### src/rtl/rand_burst_ctl_pkg.sv
`default_nettype none
// ============================================================================
//  Module      : rand_pkg
//  Description : Shared types and helpers for the burst randomizer sequencer:
//                FSM state encoding, pad byte value, seed width and the
//                seed-assembly function.
//  Revision    : 1.0 - initial release
// ============================================================================
package rand_pkg;

  localparam int         SEED_W   = 15;
  localparam logic [7:0] PAD_BYTE = 8'hFF;

  typedef enum logic [2:0] {
    ST_IDLE = 3'd0,
    ST_LOAD = 3'd1,
    ST_DATA = 3'd2,
    ST_PAD  = 3'd3,
    ST_DONE = 3'd4
  } rand_ctl_state_t;

  // Seed layout, MSB first: frame[4:0], 1, iuc[3:0], 1, bsid[3:0]
  function automatic logic [SEED_W-1:0] mk_seed(
    input logic [3:0] bsid,
    input logic [3:0] iuc,
    input logic [4:0] frame_num
  );
    return {frame_num, 1'b1, iuc, 1'b1, bsid};
  endfunction

endpackage
`default_nettype wire

### src/rtl/rand_burst_ctl_if.sv
`default_nettype none
// ============================================================================
//  Module      : rand_burst_ctl_if
//  Description : Burst control, payload and randomizer-side signals of the
//                burst sequencer. "master" is the MAC/FEC environment side,
//                "slave" is the sequencer.
//  Revision    : 1.0 - initial release
// ============================================================================
interface rand_burst_ctl_if #(
  parameter int LEN_W = 12
);
  import rand_pkg::*;

  // burst request
  logic              burst_start;
  logic [LEN_W-1:0]  burst_len;
  logic [LEN_W-1:0]  alloc_len;
  logic [3:0]        bsid;
  logic [3:0]        iuc;
  logic [4:0]        frame_num;
  // payload from MAC FIFO
  logic [7:0]        in_data;
  logic              in_valid;
  logic              in_ready;
  // randomizer / FEC side
  logic              out_ready;
  logic [7:0]        rnd_bits;
  logic              rnd_valid;
  logic [SEED_W-1:0] rnd_iv;
  logic              rnd_reload;
  // status
  logic              busy;
  logic              done;
  logic              len_err;

  modport master (
    output burst_start, burst_len, alloc_len, bsid, iuc, frame_num,
    output in_data, in_valid, out_ready,
    input  in_ready, rnd_bits, rnd_valid, rnd_iv, rnd_reload,
    input  busy, done, len_err
  );

  modport slave (
    input  burst_start, burst_len, alloc_len, bsid, iuc, frame_num,
    input  in_data, in_valid, out_ready,
    output in_ready, rnd_bits, rnd_valid, rnd_iv, rnd_reload,
    output busy, done, len_err
  );

endinterface
`default_nettype wire

### src/rtl/rand_burst_cnt.sv
`default_nettype none
// ============================================================================
//  Module      : rand_burst_cnt
//  Description : Per-burst byte counter. Latches the payload and allocation
//                limits on load, counts emitted bytes, and flags the byte
//                that will complete the payload or the allocation.
//  Revision    : 1.0 - initial release
// ============================================================================
module rand_burst_cnt #(
  parameter int LEN_W = 12
) (
  input  logic             clk,
  input  logic             reset,
  input  logic             load_i,
  input  logic             clear_i,
  input  logic             inc_i,
  input  logic [LEN_W-1:0] data_len_i,
  input  logic [LEN_W-1:0] alloc_len_i,
  output logic             data_last_o,
  output logic             alloc_last_o,
  output logic             data_zero_o,
  output logic             alloc_zero_o,
  output logic             pad_more_o
);

  logic [LEN_W-1:0] byte_cnt_q;
  logic [LEN_W-1:0] data_len_q;
  logic [LEN_W-1:0] alloc_len_q;
  logic [LEN_W-1:0] w_cnt_inc;

  // Count cannot wrap: it never passes alloc_len, which fits in LEN_W bits
  assign w_cnt_inc = byte_cnt_q + LEN_W'(1);

  // Limit capture at burst start, count per emitted byte, clear at burst end
  always_ff @(posedge clk) begin
    if (reset) begin
      byte_cnt_q  <= '0;
      data_len_q  <= '0;
      alloc_len_q <= '0;
    end else if (load_i) begin
      byte_cnt_q  <= '0;
      data_len_q  <= data_len_i;
      alloc_len_q <= alloc_len_i;
    end else if (clear_i) begin
      byte_cnt_q  <= '0;
      data_len_q  <= '0;
      alloc_len_q <= '0;
    end else if (inc_i) begin
      byte_cnt_q  <= w_cnt_inc;
    end
  end

  // "last" flags: the byte being counted now reaches the limit
  assign data_last_o  = (w_cnt_inc == data_len_q);
  assign alloc_last_o = (w_cnt_inc == alloc_len_q);
  assign data_zero_o  = (data_len_q == '0);
  assign alloc_zero_o = (alloc_len_q == '0);
  // payload is clamped to the allocation, so inequality means padding remains
  assign pad_more_o   = (alloc_len_q != data_len_q);

endmodule
`default_nettype wire

### src/rtl/rand_burst_ctl.sv
`default_nettype none
// ============================================================================
//  Module      : rand_burst_ctl
//  Description : Per-burst sequencer for the byte-wide OFDM randomizer.
//                Builds the 15-bit seed, issues a one-cycle reload, streams
//                payload bytes, then (optionally) pads the allocation with
//                0xFF and pulses done.
//                Build option RAND_BURST_PAD_EN: when defined, padding to
//                alloc_len and len_err reporting are present; when undefined,
//                the burst ends after burst_len bytes and alloc_len is unused.
//  Revision    : 1.0 - initial release
// ============================================================================
module rand_burst_ctl
  import rand_pkg::*;
#(
  parameter int LEN_W     = 12,
  parameter int BITS_PCLK = 8
) (
  input  logic            clk,
  input  logic            reset,
  rand_burst_ctl_if.slave bus
);

  rand_ctl_state_t      state_q;
  logic                 busy_q;
  logic                 done_q;
  logic                 len_err_q;
  logic                 rnd_reload_q;
  logic                 rnd_valid_q;
  logic [BITS_PCLK-1:0] rnd_bits_q;
  logic [SEED_W-1:0]    rnd_iv_q;

  logic                 w_start;
  logic                 w_in_ready;
  logic                 w_accept;
  logic                 w_pad_emit;
  logic                 w_inc;
  logic                 w_clear;
  logic                 w_len_over;
  logic [LEN_W-1:0]     w_data_len;
  logic [LEN_W-1:0]     w_alloc_len;
  logic                 w_data_last;
  logic                 w_alloc_last;
  logic                 w_data_zero;
  logic                 w_alloc_zero;
  logic                 w_pad_more;

  assign w_start    = (state_q == ST_IDLE) && bus.burst_start;
  assign w_in_ready = (state_q == ST_DATA) && bus.out_ready;
  assign w_accept   = w_in_ready && bus.in_valid;
  assign w_inc      = w_accept || w_pad_emit;
  assign w_clear    = (state_q == ST_DONE);

`ifdef RAND_BURST_PAD_EN
  // Oversized payload is clamped to the allocation and flagged
  assign w_len_over  = (bus.burst_len > bus.alloc_len);
  assign w_data_len  = w_len_over ? bus.alloc_len : bus.burst_len;
  assign w_alloc_len = bus.alloc_len;
  assign w_pad_emit  = (state_q == ST_PAD) && bus.out_ready;
`else
  logic w_unused_pad;
  // Allocation plays no part: the burst is exactly the payload
  assign w_len_over   = 1'b0;
  assign w_data_len   = bus.burst_len;
  assign w_alloc_len  = bus.burst_len;
  assign w_pad_emit   = 1'b0;
  assign w_unused_pad = ^{bus.alloc_len, w_alloc_last, w_alloc_zero, w_pad_more};
`endif

  rand_burst_cnt #(
    .LEN_W (LEN_W)
  ) u_cnt (
    .clk          (clk),
    .reset        (reset),
    .load_i       (w_start),
    .clear_i      (w_clear),
    .inc_i        (w_inc),
    .data_len_i   (w_data_len),
    .alloc_len_i  (w_alloc_len),
    .data_last_o  (w_data_last),
    .alloc_last_o (w_alloc_last),
    .data_zero_o  (w_data_zero),
    .alloc_zero_o (w_alloc_zero),
    .pad_more_o   (w_pad_more)
  );

  // Burst FSM with registered outputs; pulses default low every cycle
  always_ff @(posedge clk) begin
    if (reset) begin
      state_q      <= ST_IDLE;
      busy_q       <= 1'b0;
      done_q       <= 1'b0;
      len_err_q    <= 1'b0;
      rnd_reload_q <= 1'b0;
      rnd_valid_q  <= 1'b0;
      rnd_bits_q   <= '0;
      rnd_iv_q     <= '0;
    end else begin
      done_q       <= 1'b0;
      len_err_q    <= 1'b0;
      rnd_reload_q <= 1'b0;
      rnd_valid_q  <= 1'b0;
      rnd_bits_q   <= '0;
      case (state_q)
        ST_IDLE: begin
          if (bus.burst_start) begin
            // reload and seed become visible together during LOAD
            busy_q       <= 1'b1;
            rnd_reload_q <= 1'b1;
            rnd_iv_q     <= mk_seed(bus.bsid, bus.iuc, bus.frame_num);
            len_err_q    <= w_len_over;
            state_q      <= ST_LOAD;
          end
        end
        ST_LOAD: begin
          if (!w_data_zero) begin
            state_q <= ST_DATA;
          end
`ifdef RAND_BURST_PAD_EN
          else if (!w_alloc_zero) begin
            state_q <= ST_PAD;
          end
`endif
          else begin
            state_q <= ST_DONE;
            done_q  <= 1'b1;
            busy_q  <= 1'b0;
          end
        end
        ST_DATA: begin
          if (w_accept) begin
            rnd_valid_q <= 1'b1;
            rnd_bits_q  <= bus.in_data;
            if (w_data_last) begin
`ifdef RAND_BURST_PAD_EN
              if (w_pad_more) begin
                state_q <= ST_PAD;
              end else begin
                state_q <= ST_DONE;
                done_q  <= 1'b1;
                busy_q  <= 1'b0;
              end
`else
              state_q <= ST_DONE;
              done_q  <= 1'b1;
              busy_q  <= 1'b0;
`endif
            end
          end
        end
`ifdef RAND_BURST_PAD_EN
        ST_PAD: begin
          if (bus.out_ready) begin
            rnd_valid_q <= 1'b1;
            rnd_bits_q  <= PAD_BYTE;
            if (w_alloc_last) begin
              state_q <= ST_DONE;
              done_q  <= 1'b1;
              busy_q  <= 1'b0;
            end
          end
        end
`endif
        ST_DONE: begin
          state_q <= ST_IDLE;
        end
        default: begin
          state_q <= ST_IDLE;
          busy_q  <= 1'b0;
        end
      endcase
    end
  end

  assign bus.in_ready   = w_in_ready;
  assign bus.rnd_bits   = rnd_bits_q;
  assign bus.rnd_valid  = rnd_valid_q;
  assign bus.rnd_iv     = rnd_iv_q;
  assign bus.rnd_reload = rnd_reload_q;
  assign bus.busy       = busy_q;
  assign bus.done       = done_q;
  assign bus.len_err    = len_err_q;

endmodule
`default_nettype wire

### src/flat_wrapper.sv
// flat-port wrapper written by rule: the top's interface ports become plain ports
module rand_burst_ctl_flat import rand_pkg::*;
#(
  parameter int LEN_W     = 12,
  parameter int BITS_PCLK = 8
)
  (clk, reset, bus_burst_start, bus_burst_len, bus_alloc_len, bus_bsid, bus_iuc, bus_frame_num, bus_in_data, bus_in_valid, bus_out_ready, bus_in_ready, bus_rnd_bits, bus_rnd_valid, bus_rnd_iv, bus_rnd_reload, bus_busy, bus_done, bus_len_err);
  rand_burst_ctl_if #(.LEN_W(LEN_W)) bus_i ();
  input  logic clk;
  input  logic reset;
  input wire logic [$bits(bus_i.burst_start)-1:0] bus_burst_start;
  input wire logic [$bits(bus_i.burst_len)-1:0] bus_burst_len;
  input wire logic [$bits(bus_i.alloc_len)-1:0] bus_alloc_len;
  input wire logic [$bits(bus_i.bsid)-1:0] bus_bsid;
  input wire logic [$bits(bus_i.iuc)-1:0] bus_iuc;
  input wire logic [$bits(bus_i.frame_num)-1:0] bus_frame_num;
  input wire logic [$bits(bus_i.in_data)-1:0] bus_in_data;
  input wire logic [$bits(bus_i.in_valid)-1:0] bus_in_valid;
  input wire logic [$bits(bus_i.out_ready)-1:0] bus_out_ready;
  output wire logic [$bits(bus_i.in_ready)-1:0] bus_in_ready;
  output wire logic [$bits(bus_i.rnd_bits)-1:0] bus_rnd_bits;
  output wire logic [$bits(bus_i.rnd_valid)-1:0] bus_rnd_valid;
  output wire logic [$bits(bus_i.rnd_iv)-1:0] bus_rnd_iv;
  output wire logic [$bits(bus_i.rnd_reload)-1:0] bus_rnd_reload;
  output wire logic [$bits(bus_i.busy)-1:0] bus_busy;
  output wire logic [$bits(bus_i.done)-1:0] bus_done;
  output wire logic [$bits(bus_i.len_err)-1:0] bus_len_err;
  assign bus_i.burst_start = bus_burst_start;
  assign bus_i.burst_len = bus_burst_len;
  assign bus_i.alloc_len = bus_alloc_len;
  assign bus_i.bsid = bus_bsid;
  assign bus_i.iuc = bus_iuc;
  assign bus_i.frame_num = bus_frame_num;
  assign bus_i.in_data = bus_in_data;
  assign bus_i.in_valid = bus_in_valid;
  assign bus_i.out_ready = bus_out_ready;
  assign bus_in_ready = bus_i.in_ready;
  assign bus_rnd_bits = bus_i.rnd_bits;
  assign bus_rnd_valid = bus_i.rnd_valid;
  assign bus_rnd_iv = bus_i.rnd_iv;
  assign bus_rnd_reload = bus_i.rnd_reload;
  assign bus_busy = bus_i.busy;
  assign bus_done = bus_i.done;
  assign bus_len_err = bus_i.len_err;
  rand_burst_ctl #(.LEN_W(LEN_W), .BITS_PCLK(BITS_PCLK)) u_core (.clk(clk), .reset(reset), .bus(bus_i));
endmodule
### config.mk
export PLATFORM = sky130hd
export DESIGN_NAME = rand_burst_ctl_flat
export DESIGN_NICKNAME = d
export VERILOG_FILES = /design/src/rtl/rand_burst_ctl_pkg.sv /design/src/rtl/rand_burst_ctl_if.sv /design/src/rtl/rand_burst_cnt.sv /design/src/rtl/rand_burst_ctl.sv /design/src/flat_wrapper.sv
export SDC_FILE = /design/constraint.sdc
export NUM_CORES = 1
export LEC_CHECK = 0
export CAP_MARGIN = 15
export CORE_ASPECT_RATIO = 0.8
export CORE_MARGIN = 1
export CORE_UTILIZATION = 55
export CTS_BUF_LIST = sky130_fd_sc_hd__clkbuf_4 sky130_fd_sc_hd__clkbuf_8
export DETAILED_ROUTE_END_ITERATION = 10
export GPL_TIMING_DRIVEN = 0
export PLACE_DENSITY = 0.91
export SYNTH_ARGS = -nofsm -noshare
export SYNTH_HDL_FRONTEND = slang
export SYNTH_HIERARCHICAL = 1
export SYNTH_SLANG_ARGS = --single-unit
### constraint.sdc
create_clock -name clk -period 5.79 [get_ports clk]
set_clock_uncertainty 0.15 [all_clocks]
set_input_delay 0.579 -clock clk [delete_from_list [all_inputs] [get_ports clk]]
set_output_delay 0.579 -clock clk [all_outputs]
set_load 0.01 [all_outputs]
# Yosys cells after proc, flatten, opt, wreduce, memory -nomap -nowiden
# Cells that the tools add are included.
word_totals:
  out_inout_bits: 29
  regBits: 54
  input_bits: 50
  mem_bits_rw: 0
  latchBits: 0
  romBits: 0
  n_memories: 0
  wordCells: 53
op_classes:
  shifts: 0
  n_bitwise: 4
  order_cmp: 0
  multipliers: 0
  add_sub_neg: 1
  eq_ne: 8
  n_mux: 18
  div: 0
  n_reduce_logical: 13
op_table:
  columns: ["op", "n"]
  rows:
  - ["2-to-1 mux 12 bit", 2]
  - ["adder 12 x 1 -> 12 bit, second input constant", 1]
  - ["equality test 12 bit", 1]
  - ["logical NOT 12 bit", 1]
  - ["2-to-1 mux 3 bit", 4]
  - ["2-to-1 mux 1 bit", 9]
  - ["case mux 3 bit (3 select lines)", 1]
  - ["inequality test 2 bit, second input constant", 3]
  - ["OR reduction 3 bit", 2]
  - ["AND reduction 5 bit", 1]
  - ["inverter 1 bit", 4]
  - ["case mux 1 bit (4 select lines)", 1]
  - ["OR reduction 2 bit", 2]
  - ["equality test 3 x 1 -> 1 bit, second input constant", 1]
  - ["equality test 3 x 2 -> 1 bit, second input constant", 1]
  - ["equality test 3 bit, second input constant", 1]
  - ["logical AND 1 bit", 3]
  - ["logical NOT 3 bit", 1]
  - ["AND reduction 3 bit", 1]
  - ["inequality test 2 x 1 -> 1 bit, second input constant", 1]
  - ["case mux 1 bit (2 select lines)", 1]
  - ["AND reduction 2 bit", 1]
  - ["nonzero test 2 bit", 1]

# Longest topological paths before layout
logic_depth:
  word_depth: 5
  depth_mapped: 9
  mapped_depth_nobuf: 9

# Hierarchy
# The synthesis kept the hierarchy.
modules_own_cells:
  columns: ["mod", "cells_per_inst", "n_inst", "seq_area_each_um2", "area_each_um2"]
  rows:
  - ["rand_burst_cnt", 236, 1, 720.7, 2137.0]
  - ["rand_burst_ctl", 114, 1, 580.6, 1057.3]

# Worst setup path after synthesis
# OpenSTA, ideal clock, no wires.
synth_path:
  kind: "register to register"
  startpoint: "reg u_core.u_cnt.byte_cnt_q[1]"
  endpoint: "reg u_core.done_q, in the netlist u_core/bus.done"
  t_required_ns: 5.562
  setup_ns: 0.078
  setup_slack_ns: 3.372
  n_path_buf: 0
  arrival_ns: 2.190
  period_less_slack_ns: 2.418
  stages_incl_launch_ff: 10
  path_cell_list: "dfxtp_1 -> ha_1 -> nand3_1 -> nor3_2 -> xnor2_1 -> o211ai_1 -> a2111oi_2 -> nand4_1 -> o21a_1 -> nor3_1"
synth_between:
  elab_chain_len: 5
synth_lines:
  columns: ["element", "line_no", "source"]
  rows:
  - ["from (decl)", "rand_burst_cnt.sv:26", "logic [LEN_W-1:0] byte_cnt_q;"]
  - ["from (signal assigned)", "rand_burst_cnt.sv:49", "byte_cnt_q <= w_cnt_inc;"]
  - ["adder 12 x 1 -> 12 bit", "rand_burst_cnt.sv:32", "assign w_cnt_inc = byte_cnt_q + LEN_W'(1);"]
  - ["equality test 12 bit", "rand_burst_cnt.sv:54", "assign data_last_o = (w_cnt_inc == data_len_q);"]
  - ["named net u_core.w_data_last", "rand_burst_ctl.sv:42", "logic w_data_last;"]
  - ["2-to-1 mux 1 bit", "rand_burst_ctl.sv:134", "if (w_data_last) begin"]
  - ["2-to-1 mux 1 bit", "rand_burst_ctl.sv:131", "if (w_accept) begin"]
  - ["case mux 1 bit (2 select lines)", "rand_burst_ctl.sv:104", "case (state_q)"]
  - ["to (signal assigned)", "rand_burst_ctl.sv:99", "done_q <= 1'b0;"]
  - ["to (signal assigned)", "rand_burst_ctl.sv:126", "done_q <= 1'b1;"]
  - ["to (signal assigned)", "rand_burst_ctl.sv:145", "done_q <= 1'b1;"]
  - ["to (decl)", "rand_burst_ctl.sv:26", "logic done_q;"]
# The timed path passes the listed nets, and every way through them passes these cells.
# A chain may end at the register's enable or synchronous reset.

# Worst setup path in the final report
# Same ends and word-level chain as after synthesis.

==> flow_summary.ini <==
[layout]
final_core_util = 0.809
layout_common_cells = clkdlybuf4s50_1, dfxtp_1, nand2_1
nets = 385
fill_cells = 283
final_common_cell = clkdlybuf4s50_1
area_delta_synth_final_pct = 35.2
drive_above_1_share = 0.0806
insertedDiodeCount = 0

[critical_path]
reg2regPathDepth = 9
worstSetupPathType = flop to flop
critical_path.top_delay_family = simple AND/OR/NAND/NOR gates
cp.depth = 9
cp_slowest_cell = a2111oi_2
start_kind = flop
arrival_ns = 2.78
setup.worst_path.end_class = flop
worst-path-buf-inv = 0
crit_required_ns = 5.88
crit_path_cell_trace = ha_1, nand3_1, nor3_2, xnor2_1, o211ai_1, a2111oi_2, nand4_1, o21a_1, nor3_1
cpPeakStageDelay_ns = 0.43
critPathMaxFanout = 5

[sta]
finalSetupViolations = 0
relSlewSlack = 0.651
post-route-period-util = 0.466
worst_pin_slew_ns = 0.520
fmax_mhz = 371
rsz0062_at_grt = false
hold_viol = 0
drv_slew = 0
fin_crit_ns = 2.70
setup_tns_ns = 0
hold_ws_ns = 0.311

[floorplanning]
num_rows = 20
die-area_um2 = 4570
coreArea_um2 = 3950
start_util = 0.598
dieWidth_um = 75.3
fp.dieH_um = 60.7
io_pins = 79

[global_route]
track_usage = 0.275
antenna_found_initial = 0
grt_pass1_wl_mm = 9.14
grt_max_degree = 18
globalRouteMet1Util = 0.323
use_met2 = 0.483
grt-busiest-layer = met2
grt_overflow = 0
use_met3 = 0.0698
first_global_vias = 2024

[yosys]
syn_avg_cell_area_um2 = 9.03
ys.warnings.count = 6
syn_inst = 262
syn-num-nets = 313
synth_area_um2 = 2360

[clock_tree]
cts_buffers = 5
ctsHtreeMaxLevel = 2
cts_buffer_depth = 2
postCtsHoldBufs = 0
cts_setup_buffers = 0
cts_tree = built
clock_sinks = 53
clkLatencyLatePin_ns = 0.31
cts_root_buf = clkbuf_8
cts_resized = 0
clk_pin_slew_ns = 0.10

[status]
outcome = finished clean

[pwr]
leakagePower_uw = 0.00120
vdd_ir_drop_max_uv = 198
p_per_area_nw_per_um2 = 249
total_power_uw = 795

[drt]
drt_pass1_iterations = 4
routed_wl_mm = 5.96
vias_per_cell = 5.35
wire_per_inst_um = 15.3
drt-initial-drc-count = 147
via_count = 2085
ant_nets = 0
drc = 0

[flow_run]
max_cap_viol_count = 0

[min_path]
hold_class = flop to flop
holdPathStages = 2

[placement]
dp_hpwl_mm = 4.32
port_buffers = 65
globalplace.congestion = 0.895
## worst register-to-register path, stage by stage, from the launching register on
cell and delay (ns):
dfxtp_1 0.39, ha_1 0.25, nand3_1 0.24, nor3_2 0.34, xnor2_1 0.18, o211ai_1 0.12
a2111oi_2 0.43, nand4_1 0.17, o21a_1 0.22, nor3_1 0.14
## layer usage
metal / part of all wire / vias up
met5: 0 / -
met4: 0.016 / 0
met3: 0.075 / 11
met2: 0.48 / 88
met1: 0.43 / 958
li1: - / 1028
## area by class of cell
class | instances | area, µm² | share of cell area
tap | 55 | 68.8 | 0.0215
sequential | 53 | 1060 | 0.332
buffer | 25 | 140 | 0.0438
inverter | 5 | 23.8 | 0.00744
multi-input combinational | 179 | 1140 | 0.357
timing repair buffer | 65 | 651 | 0.204
clock inverter | 3 | 43.8 | 0.0137
clock buffer | 5 | 68.8 | 0.0215
## metrics by stage
step / instances / setup WS, ns / instance area, µm²
finish: 390 / 3.09 / 3200
global route: 390 / 2.92 / 3200
CTS: 390 / 3.14 / 3200
detailed placement: 382 / 2.85 / 3080
global placement: 382 / 2.90 / 3080
floorplan: 262 / 3.55 / 2360
## registers in the layout, summed over array words and instances (netlist names), 3 cells and up
register and count:
u_core/u_cnt/byte_cnt_q 12, u_core/state_q 3, u_core/u_cnt/data_len_q 12, u_core/bus.rnd_bits 8
u_core/bus.rnd_iv 14
## power by group
part           internal [µW]  switching (µW)  total, µW
combinational           78.2            64.4        143
sequential               383            14.7        398
clock                    130             125        255
## worst paths after layout
path / end / from / slack, ns
worst max-delay path: u_core/bus.done / u_core/u_cnt/byte_cnt_q[1] / 3.09
worst min-delay path: u_core/bus.rnd_iv[13] / u_core/bus.rnd_iv[13] / 0.31
worst max register to register: u_core/bus.done / u_core/u_cnt/byte_cnt_q[1] / 3.09
worst min register to register: u_core/bus.rnd_iv[13] / u_core/bus.rnd_iv[13] / 0.31
(Power assumes the default switching activity.)
